[src/rtl/video_package.sv]
// Shared display-memory types for the text-mode video path, plus the
// write-queue FSM state encoding.
package video_package;

  localparam int DISP_ADDR_W = 12;

  typedef logic [DISP_ADDR_W-1:0] disp_addr_t;
  typedef logic [3:0]             color_t;

  typedef struct packed {
    color_t     back;
    color_t     fore;
    logic [7:0] chr;
  } disp_data_t;

  typedef enum logic [1:0] {
    Q_IDLE  = 2'd0,
    Q_DRAIN = 2'd1,
    Q_FLUSH = 2'd2
  } wr_queue_st;

endpackage

[src/rtl/disp_wr_fifo.sv]
// Storage, pointers and level for the display write queue. pop_i is only
// honoured when the queue is non-empty; a push at full needs a same-cycle pop.
module disp_wr_fifo
  import video_package::*;
#(
  parameter int DEPTH = 8,
  localparam int PW = $clog2(DEPTH),
  localparam int LW = PW + 1
) (
  input  logic          clk,
  input  logic          rst_ni,
  input  logic          push_i,
  input  disp_addr_t    push_addr_i,
  input  disp_data_t    push_data_i,
  input  logic          pop_i,
  output disp_addr_t    head_addr_o,
  output disp_data_t    head_data_o,
  output logic [LW-1:0] level_o,
  output logic          full_o
);

  localparam logic [LW-1:0] FULL_LVL = LW'(DEPTH);

  disp_addr_t     addr_mem [DEPTH];
  disp_data_t     data_mem [DEPTH];
  logic [PW-1:0]  wr_ptr;
  logic [PW-1:0]  rd_ptr;
  logic [LW-1:0]  level_q;
  logic           push_ok;
  logic           pop_ok;

  assign pop_ok  = pop_i && (level_q != '0);
  assign push_ok = push_i && ((level_q != FULL_LVL) || pop_ok);

  // Array is not reset; only the pointers and level define validity.
  always_ff @(posedge clk) begin
    if (push_ok) begin
      addr_mem[wr_ptr] <= push_addr_i;
      data_mem[wr_ptr] <= push_data_i;
    end
  end

  // Pointers wrap naturally because DEPTH is a power of two.
  always_ff @(posedge clk or negedge rst_ni) begin
    if (!rst_ni) begin
      wr_ptr  <= '0;
      rd_ptr  <= '0;
      level_q <= '0;
    end else begin
      if (push_ok) wr_ptr <= wr_ptr + 1'b1;
      if (pop_ok)  rd_ptr <= rd_ptr + 1'b1;
      case ({push_ok, pop_ok})
        2'b10:   level_q <= level_q + 1'b1;
        2'b01:   level_q <= level_q - 1'b1;
        default: level_q <= level_q;
      endcase
    end
  end

  assign head_addr_o = addr_mem[rd_ptr];
  assign head_data_o = data_mem[rd_ptr];
  assign level_o     = level_q;
  assign full_o      = (level_q == FULL_LVL);

endmodule

[src/rtl/disp_wr_queue.sv]
// Buffers CPU writes to display memory and drains them during vertical blank
// (or on an explicit flush) whenever scanout is not using the RAM port.
module disp_wr_queue
  import video_package::*;
#(
  parameter int DEPTH = 8,
  localparam int LW = $clog2(DEPTH) + 1
) (
  input  logic          clk,
  input  logic          rst_ni,
  input  logic          wr_en_i,
  input  disp_addr_t    wr_addr_i,
  input  disp_data_t    wr_data_i,
  input  logic          vblank_i,
  input  logic          flush_i,
  input  logic          ram_busy_i,
  input  logic          clear_ovf_i,
  output logic          ram_wr_en_o,
  output disp_addr_t    ram_wr_addr_o,
  output disp_data_t    ram_wr_data_o,
  output logic          full_o,
  output logic [LW-1:0] level_o,
  output logic          overflow_o,
  output wr_queue_st    state_o
);

  wr_queue_st state_q;
  disp_addr_t head_addr;
  disp_data_t head_data;
  logic       pop;
  logic       drop;

  // A push into an empty queue leaves level at 0 this cycle, so it cannot be
  // popped until the next one.
  assign pop  = (state_q != Q_IDLE) && (level_o != '0) && !ram_busy_i;
  assign drop = wr_en_i && full_o && !pop;

  disp_wr_fifo #(.DEPTH(DEPTH)) u_fifo (
    .clk         (clk),
    .rst_ni      (rst_ni),
    .push_i      (wr_en_i),
    .push_addr_i (wr_addr_i),
    .push_data_i (wr_data_i),
    .pop_i       (pop),
    .head_addr_o (head_addr),
    .head_data_o (head_data),
    .level_o     (level_o),
    .full_o      (full_o)
  );

  always_ff @(posedge clk or negedge rst_ni) begin
    if (!rst_ni) begin
      state_q <= Q_IDLE;
    end else begin
      case (state_q)
        Q_IDLE: begin
          if (flush_i)                        state_q <= Q_FLUSH;
          else if (vblank_i && level_o != '0) state_q <= Q_DRAIN;
        end
        Q_DRAIN: begin
          if (flush_i)                           state_q <= Q_FLUSH;
          else if (!vblank_i || level_o == '0)   state_q <= Q_IDLE;
        end
        Q_FLUSH: begin
          if (level_o == '0) state_q <= Q_IDLE;
        end
        default: state_q <= Q_IDLE;
      endcase
    end
  end

  // Address/data hold their last value between writes.
  always_ff @(posedge clk or negedge rst_ni) begin
    if (!rst_ni) begin
      ram_wr_en_o   <= 1'b0;
      ram_wr_addr_o <= '0;
      ram_wr_data_o <= '0;
    end else begin
      ram_wr_en_o <= pop;
      if (pop) begin
        ram_wr_addr_o <= head_addr;
        ram_wr_data_o <= head_data;
      end
    end
  end

  always_ff @(posedge clk or negedge rst_ni) begin
    if (!rst_ni)          overflow_o <= 1'b0;
    else if (clear_ovf_i) overflow_o <= 1'b0;
    else if (drop)        overflow_o <= 1'b1;
  end

  assign state_o = state_q;

endmodule

[config.mk]
export PLATFORM = sky130hd
export DESIGN_NAME = disp_wr_queue
export DESIGN_NICKNAME = d
export VERILOG_FILES = /design/src/rtl/video_package.sv /design/src/rtl/disp_wr_fifo.sv /design/src/rtl/disp_wr_queue.sv
export SDC_FILE = /design/constraint.sdc
export NUM_CORES = 1
export LEC_CHECK = 0
export ABC_AREA = 0
export CAP_MARGIN = 40
export CORE_UTILIZATION = 30
export DETAILED_ROUTE_END_ITERATION = 10
export PLACE_DENSITY = 0.46
export SLEW_MARGIN = 10
export SYNTH_ARGS = -nofsm -noshare
export SYNTH_HDL_FRONTEND = slang
export SYNTH_SLANG_ARGS = --single-unit
[constraint.sdc]
create_clock -name clk -period 6.08 [get_ports clk]
set_clock_uncertainty 0.1 [all_clocks]
set_input_delay 0.608 -clock clk [delete_from_list [all_inputs] [get_ports clk]]
set_output_delay 0.608 -clock clk [all_outputs]
set_load 0.01 [all_outputs]
# == Yosys cells after proc, flatten, opt, wreduce, memory -nomap -nowiden ==
# Memories as Yosys holds them, arrays and structs flattened. A register that Yosys moved wholly into a read port is not among the register bits.
# Index checks and enable logic that the tools add are counted.
# classes
add_sub_neg,4
n_eq_ne,9
n_mux,11
reduce_logical,21
# op_table
operator,n
2-to-1 mux 2 bit,5
case mux 4 bit (2 select lines),1
logical AND 1 bit,7
adder 3 x 1 -> 3 bit (second input constant),2
!= test 3 bit (second input constant),2
case mux 2 bit (3 select lines),1
nonzero test 2 bit,3
zero test 1 bit,5
adder 4 x 1 -> 4 bit (second input constant),1
== test 2 x 1 -> 1 bit (second input constant),2
== test 2 bit (second input constant),2
== test 4 bit (second input constant),1
zero test 4 bit,1
2-to-1 mux 1 bit,4
!= test 4 bit (second input constant),1
nonzero test 4 bit,1
subtractor 4 x 1 -> 4 bit (second input constant),1
AND reduction 3 bit,1
zero test 2 bit,1
logical OR 1 bit,2
!= test 2 bit (second input constant),1
# totals
regBits,14
mem_bits_rw,224
in_bits,35
output_inout_bits,37
wordCells,53
mem_count,2
# memory_table
memory,words,width,rd,rd_ports_with_merged_regs,write_ports,line,text
u_fifo.data_mem,8,16,1,1,1,disp_wr_fifo.sv:25,disp_data_t data_mem [DEPTH];
u_fifo.addr_mem,8,12,1,1,1,disp_wr_fifo.sv:24,disp_addr_t addr_mem [DEPTH];

# == Longest topological paths before layout ==
# depth
depth_word,8
ltp_mapped,8
mapped_depth_nobuf,7

# == Cells and area by module ==
# From an unflattened synthesis, not the netlist that was laid out.
# unflattened
cells_unflattened,459
hier_area_um2,10373.7
# by_module_without_submodules
module,instances,cells_per_inst,area_each_um2,seq_area_each_um2
disp_wr_fifo,1,387,9042.4,6976.7
disp_wr_queue,1,72,1331.3,800.8

# == Worst setup path before layout ==
# OpenSTA, ideal clock, no wires.
# synth_timing
kind,input to register
startpoint,input port ram_busy_i
endpoint,memory u_fifo.addr_mem[0][0] (netlist bit) (enable)
setup_ps,483
t_arrival_ps,3972
t_required_ps,5497
path_slack_ps,1525
cell_stages,5
n_path_buf,2
cell_sequence,o21bai_1 > buf_2 > a21bo_2 > buf_6 > nor4_1
# synth_via
elab_chain_len,7
# synth_rtl
element,line,text
"start, declared",disp_wr_queue.sv:16,"input logic ram_busy_i,"
zero test 1 bit,disp_wr_queue.sv:35,assign pop = (state_q != Q_IDLE) && (level_o != '0) && !ram_busy_i;
logical AND 1 bit,disp_wr_queue.sv:35,
logical AND 1 bit,disp_wr_fifo.sv:32,assign pop_ok = pop_i && (level_q != '0);
logical OR 1 bit,disp_wr_fifo.sv:33,assign push_ok = push_i && ((level_q != FULL_LVL) || pop_ok);
logical AND 1 bit,disp_wr_fifo.sv:33,
2-to-1 mux 1 bit,disp_wr_fifo.sv:37,if (push_ok) begin
2-to-1 mux 1 bit (not written as such),disp_wr_fifo.sv:38,addr_mem[wr_ptr] <= push_addr_i;
"end, declared",disp_wr_fifo.sv:24,
# No other way between the ends.

# == Worst setup path in the final report ==
# layout_timing
startpoint,input port ram_busy_i
endpoint,memory u_fifo.data_mem[1][14] (netlist bit) (enable)
# layout_via
elab_chain_len,7
# layout_rtl
element,line,text
zero test 1 bit,disp_wr_queue.sv:35,
logical AND 1 bit,disp_wr_queue.sv:35,
logical AND 1 bit,disp_wr_fifo.sv:32,
logical OR 1 bit,disp_wr_fifo.sv:33,
logical AND 1 bit,disp_wr_fifo.sv:33,
2-to-1 mux 1 bit,disp_wr_fifo.sv:37,
2-to-1 mux 1 bit (not written as such),disp_wr_fifo.sv:39,data_mem[wr_ptr] <= push_data_i;
"end, declared",disp_wr_fifo.sv:25,
# No other way between the ends.

==> run summary <==
The total clock buffers created by CTS came out at 29. At the later pin of the worst-skew pair, clock insertion delay measures 0.54 ns. For the number of diodes, the log shows 0.

By startpoint and endpoint, the worst setup path is classified as in2reg. The initial core utilization came out at 30.42%. Summed over all cells, the static leakage comes to 4.165 nW. The number of port buffers was 71; the number of gates resized after cts was 0. The smallest clock period supported by the final layout is computed as 3.220 ns. The post-synthesis register bit count is 266. Across the run, the number of max-cap violations was 0.

The tools report the overall global routing resource usage as 12.42%. The synthesized design spends more area on one cell type than any other, namely sky130_fd_sc_hd__edfxtp_1. Power share of the clock group: 29.4%.

Synthesis-to-layout area growth: 23.27%. The class of the tightest hold or removal check is in2async. The die is 186.2 um wide. The average wire per standard cell is 19.63 um. The tools report the number of vias after detailed routing as 4816. STA classifies the critical path endpoint as a flip-flop. Measured along the y axis, the die boundary spans 186.2 um. The cell at the root of the clock tree was sky130_fd_sc_hd__clkbuf_16. In the final layout, the share of cells above drive strength 1 is 23.39%. The combinational family with the most area after synthesis is multiplexers. Power spread over the standard cell area amounts to 484.8 mW/mm^2.

A synthesized cell averages 20.68 um^2. The post-CTS setup buffer count was 0. After clock tree synthesis, the flow added hold-fix buffers numbering 0. For the post-synthesis cell count, the log shows 492. The synthesized netlist devotes 0.5165% of its cell area to XOR and XNOR gates. The total of warnings raised by yosys was 0. The top cell type's share of synthesized area was 66.12%. The total number of H-tree levels is 1. The total power of the final layout was 6.080 mW; the area of the mapped netlist was 0.01017 mm^2. The full die area is 0.03465 mm^2. The tools report the headroom to the max-slew limit as 40.92%. The count of pins on the block boundary came out at 72.

Synthesized-area fraction occupied by adder cells: 0.3690%. The first-pass GRT wire length is 31740 um, and the area inside the core boundary is 0.03345 mm^2. For the number of nets in the synthesized netlist, the log shows 530.

The half-perimeter wire length after detailed placement is 12090 um. After detailed routing, the total wire length is 20710 um. The tools report the initial antenna violation count as 0.

In the finished design, the share of the clock period the worst path needs comes to 52.95%. For the final count of pins violating max slew, the log shows 0. The number of setup violations in the final report is 0. Number of synthesized flops with an enable pin: 224. The distinct cell type count after synthesis was 36.

After the first detailed-routing iteration, the DRC count stood at 230. Top achievable clock speed: 0.3106 GHz. Ranked by total cell area, the synthesized netlist is headed by sky130_fd_sc_hd__edfxtp_1, sky130_fd_sc_hd__mux4_2, sky130_fd_sc_hd__dfrtp_1. The run gives 76.45% as the post-synthesis sequential area ratio.

In this run, flip-flops and latches consume 42.0% of the power. The multiplexer share of the synthesized area is 15.78%. Dividing the detail-routed via count by the number of cells gives 4.565. For the count of antenna-violating nets left after detailed routing, the log shows 0.

Tracing the worst setup path back leads to its startpoint at ram_busy_i. The worst setup path is launched from a primary input. Per report_power, the combinational group accounts for 28.5% of the total. Final-layout setup total negative slack: 0 ns. The analysis attributes to net switching a power of 1.744 mW. The final weighted congestion in routability-driven placement was 0.6996. The via count of the first global-routing pass is 5174, and the clock input transition at the sequential cells of the worst setup and hold paths is 0.06 ns.

In the synthesized netlist the async set-or-reset flop fraction comes to 15.79%. IR analysis of the VDD net gives a maximum drop of 0.0002267 V. The standard-cell row count was 67.

In this run the critical register-to-register path is launched from state_o[1]. Along the worst path, the maximum fanout reaches 20. The DRC violations left was 0; the maximum root-to-sink buffer count was 3.

Of the total synthesized cell area, the portion taken by AND, OR, NAND and NOR gates is 2.902%. The internal power contribution came out at 4.336 mW. The synthesized netlist devotes 2.324% of its cell area to compound gates. The final layout contains 623 nets.

TritonCTS built the clock tree. Data on the critical path is required at its endpoint by 6.18 ns. Hold violation total from the final report: 0. The tools report the total global routing overflow as 0.

STA puts the critical path data arrival time at 3.32 ns. The flow ran to the end, and the final reports show no timing, DRC or antenna violations. Setup repair after global routing left no endpoint under its margin.

The pre-antenna-repair detailed-routing pass consisted of 4 iterations. The sink count of the clock tree was 266; the largest net degree at the start of global routing was 51. Net switching is 28.68% of the power.

The top flip-flop cell by instance count after synthesis is sky130_fd_sc_hd__edfxtp_1. The slew of the pin with the lowest slew margin works out to 0.8844 ns.
[power by group through the flow]
stage	logic [mW]	registers [mW]	clock network, mW
detailed placement	1.78	2.60	0
global placement	1.63	2.65	0
floorplan	1.12	2.56	0
CTS	1.79	2.57	1.84
global route	1.90	2.60	1.90
finish	1.73	2.56	1.79
[critical path: stages]
cell,delay (ns)
sky130_fd_sc_hd__clkdlybuf4s50_1,0.42
sky130_fd_sc_hd__o21bai_1,0.38
sky130_fd_sc_hd__a21boi_0,0.44
sky130_fd_sc_hd__nand2_1,0.29
sky130_fd_sc_hd__nor3_2,0.70
sky130_fd_sc_hd__buf_4,0.47
[flip-flops by register name, indices dropped and copies added, names as in the netlist]
signal           cells
overflow_o           1
ram_wr_addr_o       12
ram_wr_data_o       16
ram_wr_en_o          1
state_o              2
u_fifo.addr_mem     96
u_fifo.data_mem    128
u_fifo.level_o       4
u_fifo.rd_ptr        3
u_fifo.wr_ptr        3
[cell usage in the layout, fill, tap and decap left out, types with 2 or more instances in the layout]
| cell type | synthesis | routed |
|---|---|---|
| sky130_fd_sc_hd__clkinv_2 | 0 | 5 |
| sky130_fd_sc_hd__clkbuf_1 | 6 | 5 |
| sky130_fd_sc_hd__clkbuf_8 | 0 | 5 |
| sky130_fd_sc_hd__mux4_2 | 56 | 56 |
| sky130_fd_sc_hd__clkinvlp_4 | 0 | 2 |
| sky130_fd_sc_hd__dfrtp_1 | 42 | 39 |
| sky130_fd_sc_hd__edfxtp_1 | 224 | 224 |
| sky130_fd_sc_hd__mux2i_1 | 31 | 31 |
| sky130_fd_sc_hd__dfrtp_2 | 0 | 2 |
| sky130_fd_sc_hd__o21ai_0 | 2 | 2 |
| sky130_fd_sc_hd__xor2_1 | 3 | 3 |
| sky130_fd_sc_hd__clkdlybuf4s50_1 | 0 | 70 |
| sky130_fd_sc_hd__a21oi_1 | 31 | 31 |
| sky130_fd_sc_hd__nand2_1 | 10 | 10 |
| sky130_fd_sc_hd__nor3_2 | 0 | 4 |
| sky130_fd_sc_hd__nand2b_1 | 2 | 2 |
| sky130_fd_sc_hd__buf_4 | 7 | 11 |
| sky130_fd_sc_hd__clkbuf_16 | 0 | 29 |
| sky130_fd_sc_hd__buf_12 | 0 | 3 |
| sky130_fd_sc_hd__nor2_4 | 1 | 4 |
| sky130_fd_sc_hd__nor2_1 | 34 | 31 |
| sky130_fd_sc_hd__mux2_2 | 3 | 3 |
| sky130_fd_sc_hd__bufinv_16 | 0 | 4 |
| sky130_fd_sc_hd__clkinv_1 | 0 | 2 |
| sky130_fd_sc_hd__xnor2_1 | 3 | 3 |
| sky130_fd_sc_hd__ha_1 | 3 | 3 |
| sky130_fd_sc_hd__buf_16 | 0 | 3 |
[routing by layer]
layer | vias to the layer above | share of wire [%] | track usage (%)
met5 | - | 0 | 0
met4 | 0 | 2.1 | 2.885
met3 | 31 | 3.1 | 2.220
met2 | 81 | 50 | 21.36
met1 | 2530 | 45 | 16.34
li1 | 2174 | - | -
[per-stage QoR]
stage	hold slack, ns	utilization [%]	cell area, um^2	cells	worst slack (ns)
detailed placement	0.4153	34.53	11550	1002	2.256
CTS	0.09063	37.49	12540	1055	2.818
finish	0.06863	37.49	12540	1055	2.860
global placement	0.4081	34.09	11400	995	2.321
floorplan	0.2124	-	10170	492	1.525
global route	0.1113	37.49	12540	1055	2.559
[cells by family (layout without fill, tap and decap cells)]
kind of cell | Yosys count | count (layout)
buffers and inverters | 26 | 141
AND/OR/NAND/NOR | 60 | 60
XOR/XNOR | 6 | 6
multiplexers | 90 | 90
adder cells (fa/ha/maj) | 3 | 3
flip-flops | 266 | 266
AO/OA/AOI/OAI | 41 | 41
[worst paths after layout]
| kind | endpoint | slack [ns] | cells after the start |
|---|---|---|---|
| worst max register to register | u_fifo.data_mem[1][14] | 3.03 | 5 |
| max in group asynchronous | u_fifo.rd_ptr[0] | 5.35 | 2 |
| worst max-delay path | u_fifo.data_mem[1][14] | 2.86 | 6 |
| min in group clk | overflow_o | 0.41 | 2 |
| worst min register to register | overflow_o | 0.41 | 2 |
| worst min-delay path | ram_wr_data_o[7] | 0.07 | 2 |
[cell type report]
type,count,area (um^2)
Fill cell,3041,20910
Sequential cell,266,7784
Multi-Input combinational cell,200,2276
Timing Repair Buffer,88,930.9
Clock buffer,39,813.3
Tap cell,448,560.5
Clock inverter,14,176.4
[Yosys cell counts, types with 2 or more instances]
cell type	count
sky130_fd_sc_hd__ha_1	3
sky130_fd_sc_hd__nor3_1	5
sky130_fd_sc_hd__xnor2_1	3
sky130_fd_sc_hd__clkbuf_1	6
sky130_fd_sc_hd__mux2i_1	31
sky130_fd_sc_hd__buf_4	7
sky130_fd_sc_hd__dfrtp_1	42
sky130_fd_sc_hd__buf_2	9
sky130_fd_sc_hd__o21ai_0	2
sky130_fd_sc_hd__edfxtp_1	224
sky130_fd_sc_hd__a21oi_1	31
sky130_fd_sc_hd__mux4_2	56
sky130_fd_sc_hd__nand2_1	10
sky130_fd_sc_hd__xor2_1	3
sky130_fd_sc_hd__mux2_2	3
sky130_fd_sc_hd__buf_6	3
sky130_fd_sc_hd__nor2_1	34
sky130_fd_sc_hd__nand2b_1	2
Note: power is estimated with default switching activity, not from simulation.
